===== config.mk =====
export PLATFORM = sky130hd
export DESIGN_NAME = dajiang13_dec
export DESIGN_NICKNAME = d
export VERILOG_FILES = /design/src/rtl/dajiang13_dec.sv
export SDC_FILE = /design/constraint.sdc
export NUM_CORES = 1
export LEC_CHECK = 0
export ABC_AREA = 1
export BUFFER_PORTS_ARGS = -buffer_cell sky130_fd_sc_hd__buf_2
export CORE_ASPECT_RATIO = 1.5
export CORE_MARGIN = 1
export CORE_UTILIZATION = 55
export DETAILED_ROUTE_END_ITERATION = 8
export GPL_TIMING_DRIVEN = 0
export HOLD_SLACK_MARGIN = 0.08
export PLACE_DENSITY_LB_ADDON = 0.2
export SYNTH_ARGS = -nofsm -noshare
export SYNTH_HDL_FRONTEND = slang
export SYNTH_SLANG_ARGS = --single-unit

===== constraint.sdc =====
create_clock -name clk -period 2.15 [get_ports clk]
set_clock_uncertainty 0.15 [all_clocks]
set_input_delay 0.43 -clock clk [delete_from_list [all_inputs] [get_ports clk]]
set_output_delay 0.43 -clock clk [all_outputs]
set_load 0.1 [all_outputs]

===== src/rtl/dajiang13_dec.sv =====
// Sequential decoder for the x251 encoder: restoring shift-subtract division,
// one quotient bit per clock, with a flag marking legal encoder code words.
module dajiang13_dec #(
    parameter int DIVISOR = 251,
    parameter int DW      = 16
) (
    input  logic          clk,
    input  logic          rst_n,
    input  logic          in_valid,
    output logic          in_ready,
    input  logic [DW-1:0] in_data,
    output logic          out_valid,
    input  logic          out_ready,
    output logic [DW-1:0] quot,
    output logic [7:0]    rem,
    output logic [7:0]    a_out,
    output logic          exact
);

    localparam int          CW   = $clog2(DW);
    localparam logic [8:0]  DIV9 = 9'(DIVISOR);
    localparam logic [CW-1:0] LAST = CW'(DW - 1);

    typedef enum logic [1:0] {IDLE, CALC, DONE} state_t;

    state_t        state, state_nx;
    logic [DW-1:0] dvd;
    logic [DW-1:0] q;
    logic [8:0]    r;
    logic [CW-1:0] cnt;
    logic [8:0]    r_nx;
    logic          q_bit;
    logic [DW-1:0] q_nx;
    logic          accept;
    logic          last_step;

    // One restoring step: returns {quotient bit, new partial remainder}.
    // The remainder is 9 bits wide so the shifted value never wraps.
    function automatic logic [9:0] div_step(input logic [8:0] r_in, input logic msb);
        logic [8:0] r_sh;
        r_sh = {r_in[7:0], msb};
        if (r_sh >= DIV9)
            div_step = {1'b1, r_sh - DIV9};
        else
            div_step = {1'b0, r_sh};
    endfunction

    always_comb begin
        {q_bit, r_nx} = div_step(r, dvd[DW-1]);
        q_nx          = {q[DW-2:0], q_bit};
    end

    assign accept    = (state == IDLE) && in_valid;
    assign last_step = (state == CALC) && (cnt == LAST);

    // State register
    always_ff @(posedge clk or negedge rst_n) begin
        if (!rst_n)
            state <= IDLE;
        else
            state <= state_nx;
    end

    // Next-state logic
    always_comb begin
        state_nx = state;
        case (state)
            IDLE: if (in_valid)  state_nx = CALC;
            CALC: if (cnt == LAST) state_nx = DONE;
            DONE: if (out_ready) state_nx = IDLE;
            default: state_nx = IDLE;
        endcase
    end

    // Handshake outputs decoded from state
    always_comb begin
        in_ready  = 1'b0;
        out_valid = 1'b0;
        case (state)
            IDLE:    in_ready  = 1'b1;
            DONE:    out_valid = 1'b1;
            default: ;
        endcase
    end

    // Working registers are fully reloaded on accept, so they carry no reset.
    always_ff @(posedge clk) begin
        if (accept) begin
            dvd <= in_data;
            r   <= '0;
            q   <= '0;
        end else if (state == CALC) begin
            dvd <= {dvd[DW-2:0], 1'b0};
            r   <= r_nx;
            q   <= q_nx;
        end
    end

    // Step counter and result registers; results change only on entry to DONE.
    always_ff @(posedge clk or negedge rst_n) begin
        if (!rst_n) begin
            cnt   <= '0;
            quot  <= '0;
            rem   <= '0;
            a_out <= '0;
            exact <= 1'b0;
        end else begin
            if (accept)
                cnt <= '0;
            else if (state == CALC)
                cnt <= cnt + 1'b1;
            if (last_step) begin
                quot  <= q_nx;
                rem   <= r_nx[7:0];
                a_out <= q_nx[7:0];
                exact <= (r_nx == 9'd0) && (q_nx[DW-1:8] == '0);
            end
        end
    end

endmodule


==> run metrics, run 1 <==
status complete, no violations; vias around 2500; clk root buf clkbuf_8; CP Capture Type flop; remaining global-route overflow 0; hold_ws 0.108 ns; Hold Crit Class in2reg; number of fill cells 415; area delta synth->final 20.0%; Post-Syn Area just under 3000 sq um; Startpoint Class flop; #FFs+latches synth 70; Layout Nets 432; initial antenna violation count 0; pin count of the biggest net entering global routing 32; Synth cell types 28; post-synthesis sequential area ratio 57.5%; final design area excluding fillers 3580 sq um; mean post-synth cell area 8.67 sq um; TritonCTS clock tree yes; GP Congestion around 0.88; Synth Instances around 340; vias in the first global route 2343; First DRT Iteration DRCs 113; Placed Cells about 470; Storage cell area between 1500 and 2000 sq um; crit path DAT 2.05 ns; total wire length around 6100 um; CTS sink cnt 70; Starting Density ~58%; CTS H-tree depth 3; Via-to-Cell Ratio 5.12; # diodes 0; Num CTS Buffers 9; first-pass GRT wire length around 10000 um; HPWL Detailed between 4000 and 5000 um; setup slack, reg-to-reg 0.19 ns; non-filler cells in the finished layout 483; Worst Max-Slew Pin Slew 0.694 ns; Multi-input gate area between 1000 and 1500 sq um; share of cells above drive strength 1 23.6%; # DRC 0; Die W between 60 and 70 um; ANT nets after route 0; Slew Viols, Final 0; Final Hold Vio Count 0; fmax 0.511 GHz; # rows 32; CTS clk-pin slew, worst paths 0.08 ns; Synthesis Warnings 0; Core Region slightly above 5000 sq um; syn nets 366; routed length per instance 12.7 um; maximum clock path buffer count 2; Worst EP required 2.25 ns; setup bufs post-CTS 0; Chip Height 92.2 um; final worst-path cycle share 91.0%; Worst-Skew Late Latency 0.35 ns; I/O pins 55; Port-buffer cells 54; Max-slew headroom 53.7%; total track usage 23.5%; setup TNS 0 ns; crit path time final about 2 ns; CP Class reg2reg; drt pass-1 iters 4; placed cell area 3350 sq um; Worst Path Max Fanout 10; RSZ-0062 raised after global routing false; die area around 5700 sq um; Final setup viols 0; max_cap viols 0
[critical path, cell delays in order (launching register included)]
cell      delay, ns
edfxtp_1       0.44
ha_1           0.28
nand2_1        0.08
nor2_1         0.04
nand2_2        0.13
nand3_2        0.11
buf_6          0.15
o21ai_1        0.24
nor2_1         0.08
nand3_1        0.09
nand2_1        0.05
[routing by layer]
| metal | part of all wire, % | vias to the layer above | global-route usage, % |
|---|---|---|---|
| met2 | 50 | 76 | 40.8 |
| met5 | 0 | - | 0 |
| met3 | 5.2 | 10 | 6.47 |
| li1 | - | 1232 | - |
| met1 | 43 | 1154 | 26.4 |
| met4 | 1.7 | 0 | 11.2 |
[area by class of cell]
class                           count  area share (%)
Sequential cell                    70            47.9
Multi-Input combinational cell    216            28.5
Timing Repair Buffer               55            7.82
Clock buffer                       12            5.24
Inverter                           38            3.98
Buffer                             20            3.21
Tap cell                           68            2.38
Clock inverter                      4           0.908
[synthesized netlist by cell type, drive strengths merged]
library cell / number / area (sq um)
dfxtp: 23 / 460
ha: 2 / 25.0
buf: 13 / 88.8
o21ai: 27 / 135
inv: 38 / 143
clkbuf: 7 / 26.3
a31oi: 1 / 6.26
nand4: 6 / 37.5
nand3: 6 / 35.0
o22ai: 21 / 131
xor2: 4 / 35.0
a21oi: 3 / 18.8
nor2: 20 / 87.6
nand2: 124 / 480
edfxtp: 16 / 480
mux2i: 1 / 10.0
dfrtp: 31 / 776
o31ai: 1 / 7.51
[stage by stage]
| step | utilization (%) | setup WS (ns) |
|---|---|---|
| after global routing | 69.4 | 0.0369 |
| final | 69.4 | 0.193 |
| after floorplan | - | 0.00510 |
| after detailed placement | 64.8 | 0.203 |
| after CTS | 69.3 | 0.191 |
| after global placement | 64.8 | 0.235 |
[cell families (layout without fill, tap and decap cells)]
family                     Yosys count  count (layout)  synth area share (%)
and+or+nand+nor                    156             156                  21.5
DFF                                 70              70                  57.5
muxes                                1               1                 0.335
adders and majority gates            2               2                 0.838
xor gates and xnor gates             4               4                  1.17
buffers and inverters               58             129                  8.64
AOI/OAI and AO/OA                   53              53                  10.0
[flip-flops by register name (all words and copies together) (netlist names)]
register,flops
quot,16
cnt,4
q,15
state,2
r,8
exact,1
rem,8
dvd,16
[cells in the final DEF, fill, tap and decap left out, types with 2 or more instances in the layout]
cell type / n
dfrtp_1: 31
nand4_1: 6
a21oi_1: 2
nand2_2: 6
xor2_1: 4
edfxtp_1: 16
buf_1: 2
buf_4: 8
ha_1: 2
inv_2: 3
clkbuf_1: 7
o21ai_0: 26
clkbuf_8: 10
dfxtp_1: 23
o22ai_1: 21
nand3_1: 5
clkbuf_16: 2
buf_2: 56
nand2_1: 118
inv_1: 35
nor2_2: 4
nor2_1: 14
nor2_4: 2
clkinv_4: 2
[worst paths after layout]
path / startpoint / endpoint / depth (start not counted)
setup / recovery: dvd[15] / exact / 10
hold / removal: out_ready / state[1] / 2
setup reg to reg: dvd[15] / exact / 10
hold reg to reg: rem[5] / rem[5] / 2
max in group asynchronous: rst_n / cnt[0] / 2
min in group asynchronous: rst_n / quot[6] / 2
[repair_timing]
item                                   in CTS  in global routing
hold buffers                                1                  0
resized for setup                           0                  1
endpoints found under the hold margin      31                  0
setup endpoints to repair                   0                  1
Power of run 1 is left out: the tool's default activity adds up to more than one toggle a clock period on the data nets, which glitch-free logic cannot reach.
==> run 2: changes to the inputs <==
ABC_AREA = default   (was 1)
==> run metrics, run 2 <==
status complete, no violations; TritonCTS clock tree yes; #FFs+latches synth 70; Slew Viols, Final 0; registers with the most flip-flops dvd: 16 flops, quot: 16 flops, q: 15 flops; Worst-Skew Late Latency 0.35 ns; most common cell after layout, fill and taps aside nand2_1; Worst Max-Slew Pin Slew 0.690 ns; # DRC 0; initial antenna violation count 0; clk root buf clkbuf_8; Max-slew headroom 54.0%; most frequent cell after synthesis nand2_1; pin count of the biggest net entering global routing 32; area delta synth->final 20.8%; mux cell area share after synthesis 0.657%; first-pass GRT wire length around 11000 um; Port-buffer cells 54; largest family of logic cells by synthesized area simple AND/OR/NAND/NOR gates; Synth top area share 25.5%; Synth Flop Type dfrtp_1; fmax just under 0.5 GHz; syn nets 367; EDFF count, synth 16; post-synthesis adder-cell area fraction less than 1%; CP Class reg2reg; drt pass-1 iters 4; Starting Density 58.1%; CTS sink cnt 70; GP Congestion 0.908; crit path DAT 2.13 ns; placed cell area between 3000 and 4000 sq um; final setup margin between 0.1 and 0.15 ns; Worst EP required 2.24 ns; Startpoint Class flop; final design area excluding fillers between 3000 and 4000 sq um; HPWL Detailed 4380 um; maximum clock path buffer count 2; xor-xnor portion of the synthesized cell area 0.287%; crit path time final 2.04 ns; final worst-path cycle share a little over nine tenths; Hold Crit Class in2reg; Post-Syn Area 3050 sq um; First DRT Iteration DRCs 73; max_cap viols 0; Num CTS Buffers 9; # rows 32; vias around 2600; ANT nets after route 0; share of cells above drive strength 1 23.9%; Final setup viols 0; Synthesis Warnings 0; Core Region 5250 sq um; total track usage about a quarter; CP Capture Type flop; vias in the first global route around 2500; Worst Path Max Fanout 6; Final Hold Vio Count 0; non-filler cells in the finished layout 486; die area 5850 sq um; ys async rst share about 44%; Synth cell types around 40; routed length per instance 13.4 um; setup slack after placement 0.0347 ns; most frequent cells in the layout nand2_1 (138), buf_2 (57), o21ai_0 (42), dfrtp_1 (31), dfxtp_1 (22); Simple-Gate Fraction of Synth Area 24.8%; CTS clk-pin slew, worst paths 0.08 ns; setup TNS 0 ns; Synth Instances 345; Via-to-Cell Ratio 5.28; Placed Cells 467; Synth top cells by count nand2_1 (139), o21ai_0 (42), dfrtp_1 (31); post-synth top area cell dfrtp_1; Chip Height 93.2 um; total wire length 6520 um; Layout Nets between 400 and 500; Die W 62.8 um; post-synthesis sequential area ratio 56.3%; largest cells by area after synthesis dfrtp_1 (25%), nand2_1 (17%), edfxtp_1 (16%); # diodes 0; remaining global-route overflow 0; I/O pins 55; post-synthesis compound-gate area fraction 11.1%; CTS H-tree depth 3; mean post-synth cell area between 8 and 9 sq um
[run 2: cells by family after synthesis]
group                    count (synthesis)
AO/OA/AOI/OAI                           58
XOR/XNOR                                 1
adder cells (fa/ha/maj)                  2
buffers and inverters                   32
flip-flops                              70
multiplexers                             2
AND/OR/NAND/NOR                        180
[run 2: repair_timing]
item	CTS	global route
setup buffers	0	2
hold buffers	1	0
setup endpoints to repair	0	17
endpoints found under the hold margin	31	0
resized for setup	0	6
[run 2: per-stage QoR]
stage / hold slack [ns] / util [%]
3_5_place_dp: 0.295 / 65.2
4_1_cts: 0.0970 / 69.6
6_report: 0.109 / 70.2
2_1_floorplan: -0.0156 / -
3_3_place_gp: 0.292 / 65.2
5_1_grt: 0.114 / 70.2
[run 2: critical path, stage by stage, from the launching register on]
cell and delay (ns):
edfxtp_1 0.45, ha_2 0.26, or2_2 0.31, or3_1 0.35
a21oi_1 0.19, nand4b_1 0.15, o31ai_1 0.08
[run 2: final cells by class]
class | count | area (sq um)
buffer | 29 | 174
clock buffer | 13 | 201
clock inverter | 3 | 21.3
fill | 454 | 1560
inverter | 3 | 11.3
multi-input combinational | 243 | 1170
sequential | 70 | 1720
tap | 68 | 85.1
timing repair buffer | 57 | 295
[run 2: metal layers]
layer	share of wire, %	global-route usage (%)	up-vias
met5	0	0	-
met4	3.4	17.6	0
met3	4.0	3.29	19
met2	50	41.2	73
met1	43	29.0	1195
li1	-	-	1281
[run 2: final timing paths]
kind                            startpoint        to  slack (ns)  cells past startpoint
worst max register to register     dvd[15]     exact        0.11                      6
min in group asynchronous            rst_n    rem[1]        0.50                      2
max in group asynchronous            rst_n    rem[0]        0.90                      2
worst min register to register        q[2]   quot[3]        0.31                      2
worst min-delay path             out_ready  state[1]        0.11                      2
worst max-delay path               dvd[15]     exact        0.11                      6
Power of run 2 is left out for the same reason.
==> run 3: changes to the inputs <==
CORE_UTILIZATION = 50   (was 55)
GPL_ROUTABILITY_DRIVEN = 1   (was default)
clock period = 1.7 ns   (was 2.15 ns; I/O delays follow)
==> run metrics, run 3 (same netlist as run 2, synthesis figures left out) <==
status finished, violations left; failing checks negative setup slack; CP Capture Type flop; # DRC 0; crit path DAT 1.96 ns; Setup crit start dvd[15]; I/O pins 55; # diodes 0; Slew Viols, Final 0; setup slack after placement -0.378 ns; ANT nets after route 0; max_cap viols 0; # rows 34; Storage cell area around 1700 sq um; fmax 0.543 GHz; CP peak stage delay 0.45 ns; share of cells above drive strength 1 35.1%; Core Region between 5000 and 6000 sq um; Worst Max-Slew Pin Slew 0.700 ns; clk root buf clkbuf_8; CTS sink cnt 70; most frequent cells in the layout nand2_1 (135), buf_2 (45), o21ai_0 (39), buf_4 (31), dfrtp_1 (21); HPWL Detailed 4600 um; first-pass GRT wire length 11600 um; most common cell after layout, fill and taps aside nand2_1; Final setup viols 7; routed length per instance around 14 um; Worst EP required 1.82 ns; top cell family by delay on the critical path simple AND/OR/NAND/NOR gates; final design area excluding fillers 4000 sq um; final setup margin -0.143 ns; Port-buffer cells between 50 and 60; First DRT Iteration DRCs 97; Startpoint Class flop; Worst-Skew Late Latency 0.35 ns; total track usage a little under a quarter; RSZ-0062 raised after global routing true; worst r2r src dvd[15]; final worst-path cycle share 108%; Final Hold Vio Count 0; CP bufs+invs 0; Hold Crit Class in2reg; maximum clock path buffer count 2; vias 2633; worst hold start in_data[6]; Via-to-Cell Ratio 5.28; Chip Height 97.6 um; TritonCTS clock tree yes; Placed Cells between 400 and 500; CTS H-tree depth 3; GP Congestion 0.925; drt pass-1 iters 4; Num CTS Buffers 9; CP Class reg2reg; fin util 68.7%; registers with the most flip-flops dvd: 16 flops, quot: 16 flops, q: 15 flops; worst path cell trace ha_4 -> or2_4 -> nand2_1 -> o31a_1 -> nand3_1 -> o31ai_1; Max-slew headroom 53.3%; number of fill cells around 460; non-filler cells in the finished layout ~500; crit path time final about 1.8 ns; placed cell area around 3500 sq um; total wire length 6760 um; vias in the first global route 2548; Die W 65.8 um; CTS clk-pin slew, worst paths 0.08 ns; Starting Density a little over half; die area 6420 sq um; pin count of the biggest net entering global routing 32; setup slack, reg-to-reg -0.14 ns; Layout Nets 444; Multi-input gate area 1320 sq um; remaining global-route overflow 0; area delta synth->final 31.3%; initial antenna violation count 0; Worst Path Max Fanout 5; Critical-path top delay cell edfxtp_1
## run 3: repair_timing
action	4_1_cts	5_1_grt
pin swaps	6	9
hold endpoints to repair	32	0
setup buffers	7	4
endpoints found under the setup margin	66	56
gates cloned	0	1
hold buffers	2	0
gates resized for setup	39	26
## run 3: cell type report
type                       instances  share of cell area, %
sequential                        70                   43.4
multi-input combinational        244                   32.9
timing repair buffer              67                   10.6
buffer                            27                   5.53
clock buffer                       9                   3.09
tap                               72                   2.25
clock inverter                     7                   2.00
inverter                           3                  0.281
## run 3: through the flow
step | TNS, ns | hold slack [ns]
final | -0.416 | 0.0990
after global routing | -1.13 | 0.0932
after CTS | -0.389 | 0.0873
after detailed placement | -9.78 | 0.284
after global placement | -8.90 | 0.268
after floorplan | -6.19 | -0.106
## run 3: tightest hold or removal path: stages
cell and delay, ns:
buf_2 0.07, nand2_1 0.04, nand2_1 0.04
## run 3: final timing paths
check / end / cells after the start
worst max-delay path: exact / 6
worst max register to register: exact / 6
worst min register to register: quot[5] / 2
worst min-delay path: dvd[6] / 3
min in group asynchronous: rem[1] / 2
max in group asynchronous: quot[6] / 2
## run 3: routing by layer
metal / routed length, um / global-route usage (%) / vias to the layer above
met5: 0 / 0 / -
met4: 230 / 11.2 / 0
met3: 224 / 5.99 / 22
met2: 3390 / 39.2 / 64
met1: 2920 / 28.5 / 1238
li1: - / - / 1309
Power of run 3 is left out for the same reason.
